`src/rtl/argmax_loader.sv`:
```
// Serial-to-parallel loader: packs N M-bit scores into one M*N-bit frame for argmax.
// Optional ARGMAX_LOADER_PINGPONG_EN: two banks, so filling continues while a frame is presented.
//
// state | meaning (single-bank build)
// FILL  | accepting words into the bank, out_valid low
// FULL  | frame complete and presented, input stalled until out handshake
module argmax_loader #(
    parameter int N  = 10,
    parameter int M  = 32,
    parameter int CW = $clog2(N + 1)
) (
    input  logic             clk,
    input  logic             rst_n,
    input  logic             flush,
    input  logic [M-1:0]     in_data,
    input  logic             in_valid,
    output logic             in_ready,
    output logic [M*N-1:0]   out_data,
    output logic             out_valid,
    input  logic             out_ready,
    output logic [CW-1:0]    fill_cnt
);

    localparam int IW = (N > 1) ? $clog2(N) : 1;
    localparam logic [CW-1:0] LAST = CW'(N - 1);

    logic          accept;
    logic [CW-1:0] fill_cnt_q, fill_cnt_d;
    logic [IW-1:0] wr_idx;

    assign accept   = in_valid && in_ready;
    assign wr_idx   = fill_cnt_q[IW-1:0];
    assign fill_cnt = fill_cnt_q;

    always_comb begin
        fill_cnt_d = fill_cnt_q;
        if (flush) begin
            fill_cnt_d = '0;
        end else if (accept) begin
            fill_cnt_d = (fill_cnt_q == LAST) ? '0 : fill_cnt_q + 1'b1;
        end
    end

    always_ff @(posedge clk or negedge rst_n) begin
        if (!rst_n) begin
            fill_cnt_q <= '0;
        end else begin
            fill_cnt_q <= fill_cnt_d;
        end
    end

`ifdef ARGMAX_LOADER_PINGPONG_EN
    logic [1:0][N-1:0][M-1:0] bank_q;
    logic [1:0]               full_q;
    logic                     wr_ptr_q;
    logic                     rd_ptr_q;

    assign in_ready  = !full_q[wr_ptr_q] && !flush;
    assign out_valid = full_q[rd_ptr_q];
    // With nothing presented rd_ptr == wr_ptr, so this shows the bank being filled.
    assign out_data  = bank_q[rd_ptr_q];

    always_ff @(posedge clk or negedge rst_n) begin
        if (!rst_n) begin
            bank_q   <= '0;
            full_q   <= '0;
            wr_ptr_q <= 1'b0;
            rd_ptr_q <= 1'b0;
        end else begin
            if (accept) begin
                bank_q[wr_ptr_q][wr_idx] <= in_data;
                if (fill_cnt_q == LAST) begin
                    full_q[wr_ptr_q] <= 1'b1;
                    wr_ptr_q         <= !wr_ptr_q;
                end
            end
            // Accept needs the write bank empty, handshake needs the read bank full,
            // so the two never touch the same full flag in one cycle.
            if (out_valid && out_ready) begin
                full_q[rd_ptr_q] <= 1'b0;
                rd_ptr_q         <= !rd_ptr_q;
            end
        end
    end
`else
    typedef enum logic {FILL, FULL} state_e;

    state_e               state_q, state_d;
    logic [N-1:0][M-1:0]  bank_q;

    assign out_data = bank_q;

    always_comb begin
        state_d   = state_q;
        in_ready  = 1'b0;
        out_valid = 1'b0;
        case (state_q)
            FILL: begin
                in_ready = !flush;
                if (in_valid && !flush && (fill_cnt_q == LAST)) begin
                    state_d = FULL;
                end
            end
            FULL: begin
                out_valid = 1'b1;
                if (out_ready) begin
                    state_d = FILL;
                end
            end
            default: state_d = FILL;
        endcase
    end

    always_ff @(posedge clk or negedge rst_n) begin
        if (!rst_n) begin
            state_q <= FILL;
            bank_q  <= '0;
        end else begin
            state_q <= state_d;
            if (accept) begin
                bank_q[wr_idx] <= in_data;
            end
        end
    end
`endif

endmodule

```
`config.mk`:
```
export PLATFORM = sky130hd
export DESIGN_NAME = argmax_loader
export DESIGN_NICKNAME = d
export VERILOG_FILES = /design/src/rtl/argmax_loader.sv
export SDC_FILE = /design/constraint.sdc
export NUM_CORES = 1
export LEC_CHECK = 0
export CAP_MARGIN = 20
export CORE_MARGIN = 2
export CORE_UTILIZATION = 51
export DETAILED_ROUTE_END_ITERATION = 16
export PLACE_DENSITY = 0.87
export SKIP_CTS_REPAIR_TIMING = 1
export SYNTH_ARGS = -nofsm -noshare
export SYNTH_HDL_FRONTEND = slang
export SYNTH_SLANG_ARGS = --single-unit
```
`constraint.sdc`:
```
create_clock -name clk -period 4.74 [get_ports clk]
set_input_delay 0.474 -clock clk [delete_from_list [all_inputs] [get_ports clk]]
set_output_delay 0.474 -clock clk [all_outputs]
set_load 0.02 [all_outputs]
```
After elaboration in Yosys (flattened, before gate mapping)

Index checks and enable logic that the tools add are counted.

Reduce and logical (&&, ||, !) cells: 6
$add $sub $neg: 1
Magnitude comparators: 2
Bitwise operators: 1
Equality and inequality tests: 1
Mux-type cells: 11

Operators by type and width:

| cell                  | number |
|---|---|
| $bwmux W320           | 1 |
| $demux W32 S4         | 1 |
| $mux W32              | 1 |
| $mux W4               | 3 |
| $lt A4 B5 Y1 const B  | 1 |
| $add A4 B1 Y4 const B | 1 |
| $eq A4 B4 Y1 const B  | 1 |
| $ge A4 B1 Y1 const B  | 1 |
| $logic_and A1 B1 Y1   | 4 |
| $mux W1               | 4 |
| $pmux W1 S2           | 1 |
| $reduce_bool A2 Y1    | 1 |
| $logic_not A1 Y1      | 1 |
| $not A1 Y1            | 1 |

Output and inout port bits: 326
Register bits after elaboration: 325

Longest topological paths before layout

Gate-level depths: netlist (run 1).

Word-level depth: 5
Gate-level depth with buffers: 5

Worst setup path before layout (run 1)

No wires, ideal clock.

Path kind: reg-to-reg
Start point: register state_q
End point: register bank_q, in the netlist out_data[225]
Stages on the path, launching flop included: 6
Arrival time: 1,696 ps
Slack: 2,920 ps
Setup time: 125 ps
Path buffers: 2
Cells stage by stage: dfrtp_1 > nor3b_4 > and4_1 > clkbuf_1 > buf_4 > mux2_2

Cells in the longest elaborated chain, start to end: 2

RTL lines:

| element                        | line | source |
|---|---|---|
| start: declaration             | 88   | `state_e state_q, state_d;` |
| start signal: assignment       | 119  | `state_q <= state_d;` |
| $mux W1                        | 97   | `case (state_q)` |
| $logic_and A1 B1 Y1            | 31   | `assign accept = in_valid && in_ready;` |
| end signal: indexed assignment | 121  | `bank_q[wr_idx] <= in_data;` |
| end: declaration               | 89   | `logic [N-1:0][M-1:0] bank_q;` |

Every way passes these cells.
A chain may end at the register's enable or synchronous reset.

Worst setup path in the final report (run 1)

Start point: input flush
End point: register bank_q, in the netlist out_data[31]

Cells in the longest elaborated chain, start to end: 3

RTL lines:

| element             | line | source |
|---|---|---|
| start: declaration  | 14   | `input logic flush,` |
| $logic_not A1 Y1    | 99   | `in_ready = !flush;` |
| $mux W1             | 97   |  |
| $logic_and A1 B1 Y1 | 31   |  |

Every way passes these cells.

==> results of run 1 <==
[logic make-up after synthesis]
kind of cell | synth area share
compound gates | 0.00378
mux | 0.295
simple gates | 0.0120
flops | 0.663
buf+inv | 0.0252
xor+xnor | 0.000715
[cell usage in the layout (no fill, tap or decap), drive strengths merged]
cell type and instances:
xnor2 1, o211a 1, mux2 321, nand4 1, nor3b 2, clkinvlp 2
buf 14, nor2 5, and4 1, a32o 1, nand3 8, and3b 1
nand4b 1, a311o 1, dfrtp 325, inv 3, clkdlybuf4s50 361, clkinv 4
a31oi 1, bufinv 3, o21ai 2, clkbuf 51, nor2b 4
[sequential cells by signal (all words and copies together), names as in the netlist]
| signal | count |
|---|---|
| fill_cnt | 4 |
| out_data | 320 |
| state_q | 1 |
[area by class of cell]
type,count,area share
clock buffers,51,0.0594
clock inverters,9,0.00745
inverters,3,0.000651
multi-input cells,351,0.223
flip-flops and latches,325,0.470
well taps,319,0.0231
repair buffers,375,0.217
[power breakdown]
part / switching, mW / leakage [nW] / total, mW / internal (mW)
clock: 1.04 / 0.561 / 2.71 / 1.67
sequential: 0.205 / 4.33 / 3.35 / 3.15
combinational: 0.924 / 3.21 / 1.85 / 0.931
[per-stage QoR]
step           instances  hold slack, ns  setup WS, ns  instance area [um2]
2_1_floorplan        745           0.178          2.92                12300
3_3_place_gp        1373           0.469          1.46                16100
3_5_place_dp        1373           0.476          1.32                16100
4_1_cts             1433           0.115          1.80                17300
5_1_grt             1433           0.156          1.59                17300
6_report            1433          0.0747          1.81                17300
[routing by layer]
layer,vias to the layer above,GRT usage,wire length [um]
li1,3301,-,-
met1,4067,0.323,12900
met5,-,0,0
met4,0,0.106,1320
met3,81,0.0664,2330
met2,307,0.444,16500
[how the worst max path moves through the flow]
| stage | start | end | slack, ns | cells after the start |
|---|---|---|---|---|
| final | flush | out_data[31]$_DFFE_PN0P_ | 1.81 | 5 |
| after global routing | flush | out_data[9]$_DFFE_PN0P_ | 1.59 | 5 |
| after CTS | flush | out_data[13]$_DFFE_PN0P_ | 1.80 | 5 |
| after detailed placement | flush | out_data[10]$_DFFE_PN0P_ | 1.32 | 5 |
| after global placement | flush | out_data[31]$_DFFE_PN0P_ | 1.46 | 5 |
| after floorplan | state_q$_DFF_PN0_ | out_data[225]$_DFFE_PN0P_ | 2.92 | 5 |
[critical path, delay by kind of cell]
family                 cells  cell delay (ns)
buffers and inverters      2             1.00
multiplexers               1             0.29
AND/OR/NAND/NOR            2             1.53
==> qor.txt, run 1 <==
outcome = completed
Leakage Power = 8.10 nW
DR vias = 7756
max frequency = 341 MHz
P&R area growth vs syn = 41.2%
Final Max Slew Viols = 0
EDFF count, synth = 0
Yosys warning count = 0
Reg clk slew, reported paths = 0.06 ns
initial antenna violation count = 0
CTS tree = yes
ys async rst share = 1.00
post-synthesis sequential area ratio = 0.663
first-pass GRT wire length = 51.0 mm
# DRC = 0
final cycle utilization of the critical path = 0.619
die width = 159 um
Final Hold Fails = 0
setup_tns = 0 ns
H-Tree Level Count = 2
# fillers = 1506
CP Class = in -> reg
GRT overflow = 0
largest fanout on the critical path = 23
Cells after Synth = 745
VDD IR max = 0.342 mV
Post-Syn Area per Cell = 16.5 um2
max-cap check violation count = 0
CTS sink count = 325
largest net degree at the start of global routing = 117
flop2flop setup slack = 1.89 ns
PwrDens = 458 nW/um2
total routed wirelength = 33.1 mm
Setup crit start kind = primary input
root buf cell = clkbuf_16
DRT antenna net count = 0
Distinct cells, synth = 24
footprint of the multi-input gates = 3850 um2
Synth top cells by count = dfrtp_1 (325), mux2_2 (320), buf_1 (32), buf_2 (28), nand3_1 (7)
Port Buffers = 362
top-count cell post-synth = dfrtp_1
Synth top area share = 0.663
crit-path cells = clkdlybuf4s50_1, nor3b_4, nand3_2, buf_4, mux2_2
Die Y = 159 um
worst path required time = 5.11 ns
Synth area leaders = dfrtp_1 (66%), mux2_2 (29%), buf_2 (1.1%)
Worst-Skew Late Latency = 0.49 ns
drt wl/cell = 23.1 um
core region area = 23500 um2
die area = 25300 um2
Placement Rows = 56
worst hold path type = in -> async
reg-to-reg endpoint = out_data[31]$_DFFE_PN0P_
Slowest cell on crit path = nand3_2
unrepaired setup endpoints after global routing = no
final setup violation count = 0
GP Congestion = 0.797
Total Routing Usage GR = 0.262
mapped cell area = 12300 um2
top_reg_cell synth = dfrtp_1
Initial Util = 0.521
register area = 8130 um2
DPL Wire Length = 22.1 mm
Syn Nets = 782
worst reg2reg startpoint = state_q$_DFF_PN0_
NumNets Final = 1128
clock skew = 0.0155 ns
Ports = 363
Via density = 5.41
Max stage delay on crit path = 0.84 ns
Antenna Cells = 0
1st-iter DRT viols = 334
Worst EP arrival = 3.30 ns
Worst Tran Pin Value = 0.946 ns
final core utilization = 0.735
Reg2Reg Depth = 4
post-synth top area cell = dfrtp_1
relative slew slack = 0.369
kind of end point of the critical path = register
Pwr Total = 7.92 mW
drt pass-1 iters = 4
CTS Buf Count = 35
share of cells above drive strength 1 = 0.355
Synth Register Bits = 325
maximum root-to-sink buffer count = 3
vias in the first global route = 8328
minimum clock period = 2.93 ns
Note: power is estimated with default switching activity, not from simulation.
==> run 2, diff against run 1 <==
--- a/config.mk
+++ b/config.mk
@@ -7,9 +7,9 @@
 export LEC_CHECK = 0
 export CAP_MARGIN = 20
 export CORE_MARGIN = 2
-export CORE_UTILIZATION = 51
+export CORE_UTILIZATION = 43
 export DETAILED_ROUTE_END_ITERATION = 16
-export PLACE_DENSITY = 0.87
+export PLACE_DENSITY = 0.79
 export SKIP_CTS_REPAIR_TIMING = 1
 export SYNTH_ARGS = -nofsm -noshare
 export SYNTH_HDL_FRONTEND = slang
==> constraint.sdc (replaced) <==
create_clock -name clk -period 2.46 [get_ports clk]
set_input_delay 0.246 -clock clk [delete_from_list [all_inputs] [get_ports clk]]
set_output_delay 0.246 -clock clk [all_outputs]
set_load 0.02 [all_outputs]
==> run 2 against run 1 <==
  * Die area is 18% higher
  * Combinational power up 94%
  * First-iteration DRC count shrank 2.1%
  * Clock skew is 0.0041 ns lower
  * Sequential share of layout area is 0.60 points lower
  * Clock-buffer cell count is 1 higher
  * Via count shrank 0.54%
  * Final area grew 1.3%
  * Setup slack worse by 1.4 ns
  * Critical path depth decreased by 4
  * Clock power is 88% higher
  * Global-route usage fell by 3.4 points
  * Critical path type is now reg -> out
  * Largest cell class unchanged
  * Largest power group unchanged
==> qor.txt, run 2 (synthesis gave the netlist of run 1 again) <==
Final Hold Fails = 0 (unchanged)
switching part of the total = 0.274 (-0.000385)
# DRC = 0 (unchanged)
Critical Path Stages = 1 (-4)
CTS tree = yes
Leakage Power = 8.19 nW (+1.1%)
crit path launch = fill_cnt[0]$_DFFE_PN0P_
drt pass-1 iters = 4 (unchanged)
relative slew slack = 0.524 (+0.155)
minimum clock period = 2.06 ns
total routed wirelength = 34.0 mm (+2.5%)
register area = 8130 um2 (unchanged)
clock skew = 0.0114 ns (-0.00409 ns)
largest net degree at the start of global routing = 83 (-29%)
Largest register FFs = 320 (unchanged)
maximum root-to-sink buffer count = 3 (unchanged)
DPL Wire Length = 23.4 mm (+5.8%)
Reg clk slew, reported paths = 0.06 ns (about the same)
die width = 173 um (+8.7%)
Reg2Reg Depth = 4 (unchanged)
Buf+Inv Stages, Crit Path = 1 (-1)
switching power = 4.14 mW (+91%)
CP Class = reg -> out
Internal Power = 11.0 mW (+91%)
setup ws final = 0.399 ns (-1.41 ns)
Area after DPL = 16400 um2 (+1.6%)
final setup violation count = 0 (unchanged)
unrepaired setup endpoints after global routing = no
H-Tree Level Count = 2 (unchanged)
Ports = 363 (unchanged)
worst path required time = 2.21 ns (-2.90 ns)
worst reg2reg startpoint = fill_cnt[2]$_DFFE_PN0P_
1st-iter DRT viols = 327 (-2.1%)
DRT antenna net count = 0 (unchanged)
flop2flop setup slack = 0.48 ns (-1.41 ns)
setup_tns = 0 ns (unchanged)
reg-to-reg endpoint = out_data[237]$_DFFE_PN0P_
Slowest cell on crit path = clkdlybuf4s50_1
Setup crit start kind = register
core region area = 27900 um2 (+19%)
worst hold path type = in -> reg
Final Max Slew Viols = 0 (unchanged)
max frequency = 485 MHz
final cycle utilization of the critical path = 0.838
VDD IR max = 0.677 mV (+98%)
CP top delay family = buffers and inverters
die area = 29900 um2 (+18%)
Initial Util = 0.439 (-0.0819)
DR vias = 7714 (-0.54%)
kind of end point of the critical path = output port
final instance area = 17500 um2 (+1.3%)
Via density = 5.11 (-5.7%)
commonest cells after routing, fill and taps aside = clkdlybuf4s50_1 (361), dfrtp_1 (325), mux2_2 (320), clkbuf_16 (37), buf_4 (30)
commonest non-fill, non-tap cell in the layout = clkdlybuf4s50_1
Port Buffers = 362 (unchanged)
Flop pwr share = 0.427 (+0.003)
CTS sink count = 325 (unchanged)
Die Y = 173 um (+8.7%)
WHS = 0.315 ns (+0.240 ns)
Comb power frac = 0.237 (+0.003)
vias in the first global route = 8444 (+1.4%)
GRT overflow = 0 (unchanged)
Post-Place Setup Slack = 0.273 ns (-1.05 ns)
crit-path cells = clkdlybuf4s50_1
initial antenna violation count = 0 (unchanged)
outcome = completed
NumNets Final = 1150 (+2.0%)
Placement Rows = 61 (+8.9%)
P&R area growth vs syn = 43.0%
clock network power share = 0.336 (-0.006)
Worst EP arrival = 1.82 ns (-1.48 ns)
Total Routing Usage GR = 0.228 (-0.0336)
first-pass GRT wire length = 52.4 mm (+2.7%)
drt wl/cell = 22.5 um (-2.8%)
root buf cell = clkbuf_16
Worst Tran Pin Value = 0.714 ns (-0.232 ns)
footprint of the multi-input gates = 3850 um2 (unchanged)
Max stage delay on crit path = 0.77 ns (-0.07 ns)
GP Congestion = 0.794 (-0.44%)
PwrDens = 862 nW/um2 (+88%)
Critical Path Sink = fill_cnt[0]
Worst-Skew Late Latency = 0.50 ns (about the same)
largest fanout on the critical path = 11 (-52%)
share of cells above drive strength 1 = 0.364 (+0.00906)
CTS Buf Count = 35 (unchanged)
# fillers = 2099 (+39%)
max-cap check violation count = 0 (unchanged)
Antenna Cells = 0 (unchanged)
==> run 2: cell types whose count changed in the layout (fill, tap and decap cells not counted) <==
cell / delta
buf_4: +19
buf_12: +2
clkinv_2: -2
bufinv_16: -1
clkbuf_1: +1
clkinvlp_4: -1
dlygate4sd3_1: +1
==> run 2: worst min-delay path by stage <==
| stage | from | cells past startpoint | slack, ns | to |
|---|---|---|---|---|
| after floorplan | rst_n | 0 | -0.05 | fill_cnt[0]$_DFFE_PN0P_ |
| after global placement | rst_n | 1 | 0.29 | out_data[101]$_DFFE_PN0P_ |
| after detailed placement | rst_n | 1 | 0.31 | out_data[293]$_DFFE_PN0P_ |
| after CTS | rst_n | 1 | -0.22 | out_data[293]$_DFFE_PN0P_ |
| after global routing | out_ready | 2 | 0.32 | state_q$_DFF_PN0_ |
| final | out_ready | 2 | 0.32 | state_q$_DFF_PN0_ |
==> run 2: power groups by stage <==
| stage | Combinational (mW) | Clock (mW) | Sequential, mW |
|---|---|---|---|
| after CTS | 3.62 | 5.20 | 6.45 |
| after global routing | 3.74 | 5.42 | 6.54 |
| final | 3.58 | 5.09 | 6.45 |
| after global placement | 3.54 | 0 | 6.49 |
| after floorplan | 0.739 | 0 | 7.40 |
| after detailed placement | 3.60 | 0 | 6.54 |
==> run 2: layout make-up <==
type	count	share of cell area
clock buffer	52	0.0589
clock inverter	5	0.00464
inverter	3	0.000642
multi-input combinational	351	0.220
sequential	325	0.464
tap	378	0.0270
timing repair buffer	397	0.225
==> run 2: routing by layer <==
layer	track usage	wire length (um)	vias up
met1	0.269	13100	4029
met3	0.0633	2390	74
met4	0.0946	1260	0
met2	0.395	17200	266
met5	0	0	-
li1	-	-	3345
==> run 2: through the flow <==
| stage | utilization | power [mW] | std cells |
|---|---|---|---|
| CTS | 0.627 | 15.3 | 1510 |
| global placement | 0.587 | 10.0 | 1453 |
| finish | 0.627 | 15.1 | 1511 |
| global route | 0.627 | 15.7 | 1511 |
| floorplan | - | 8.14 | 745 |
| detailed placement | 0.587 | 10.1 | 1453 |
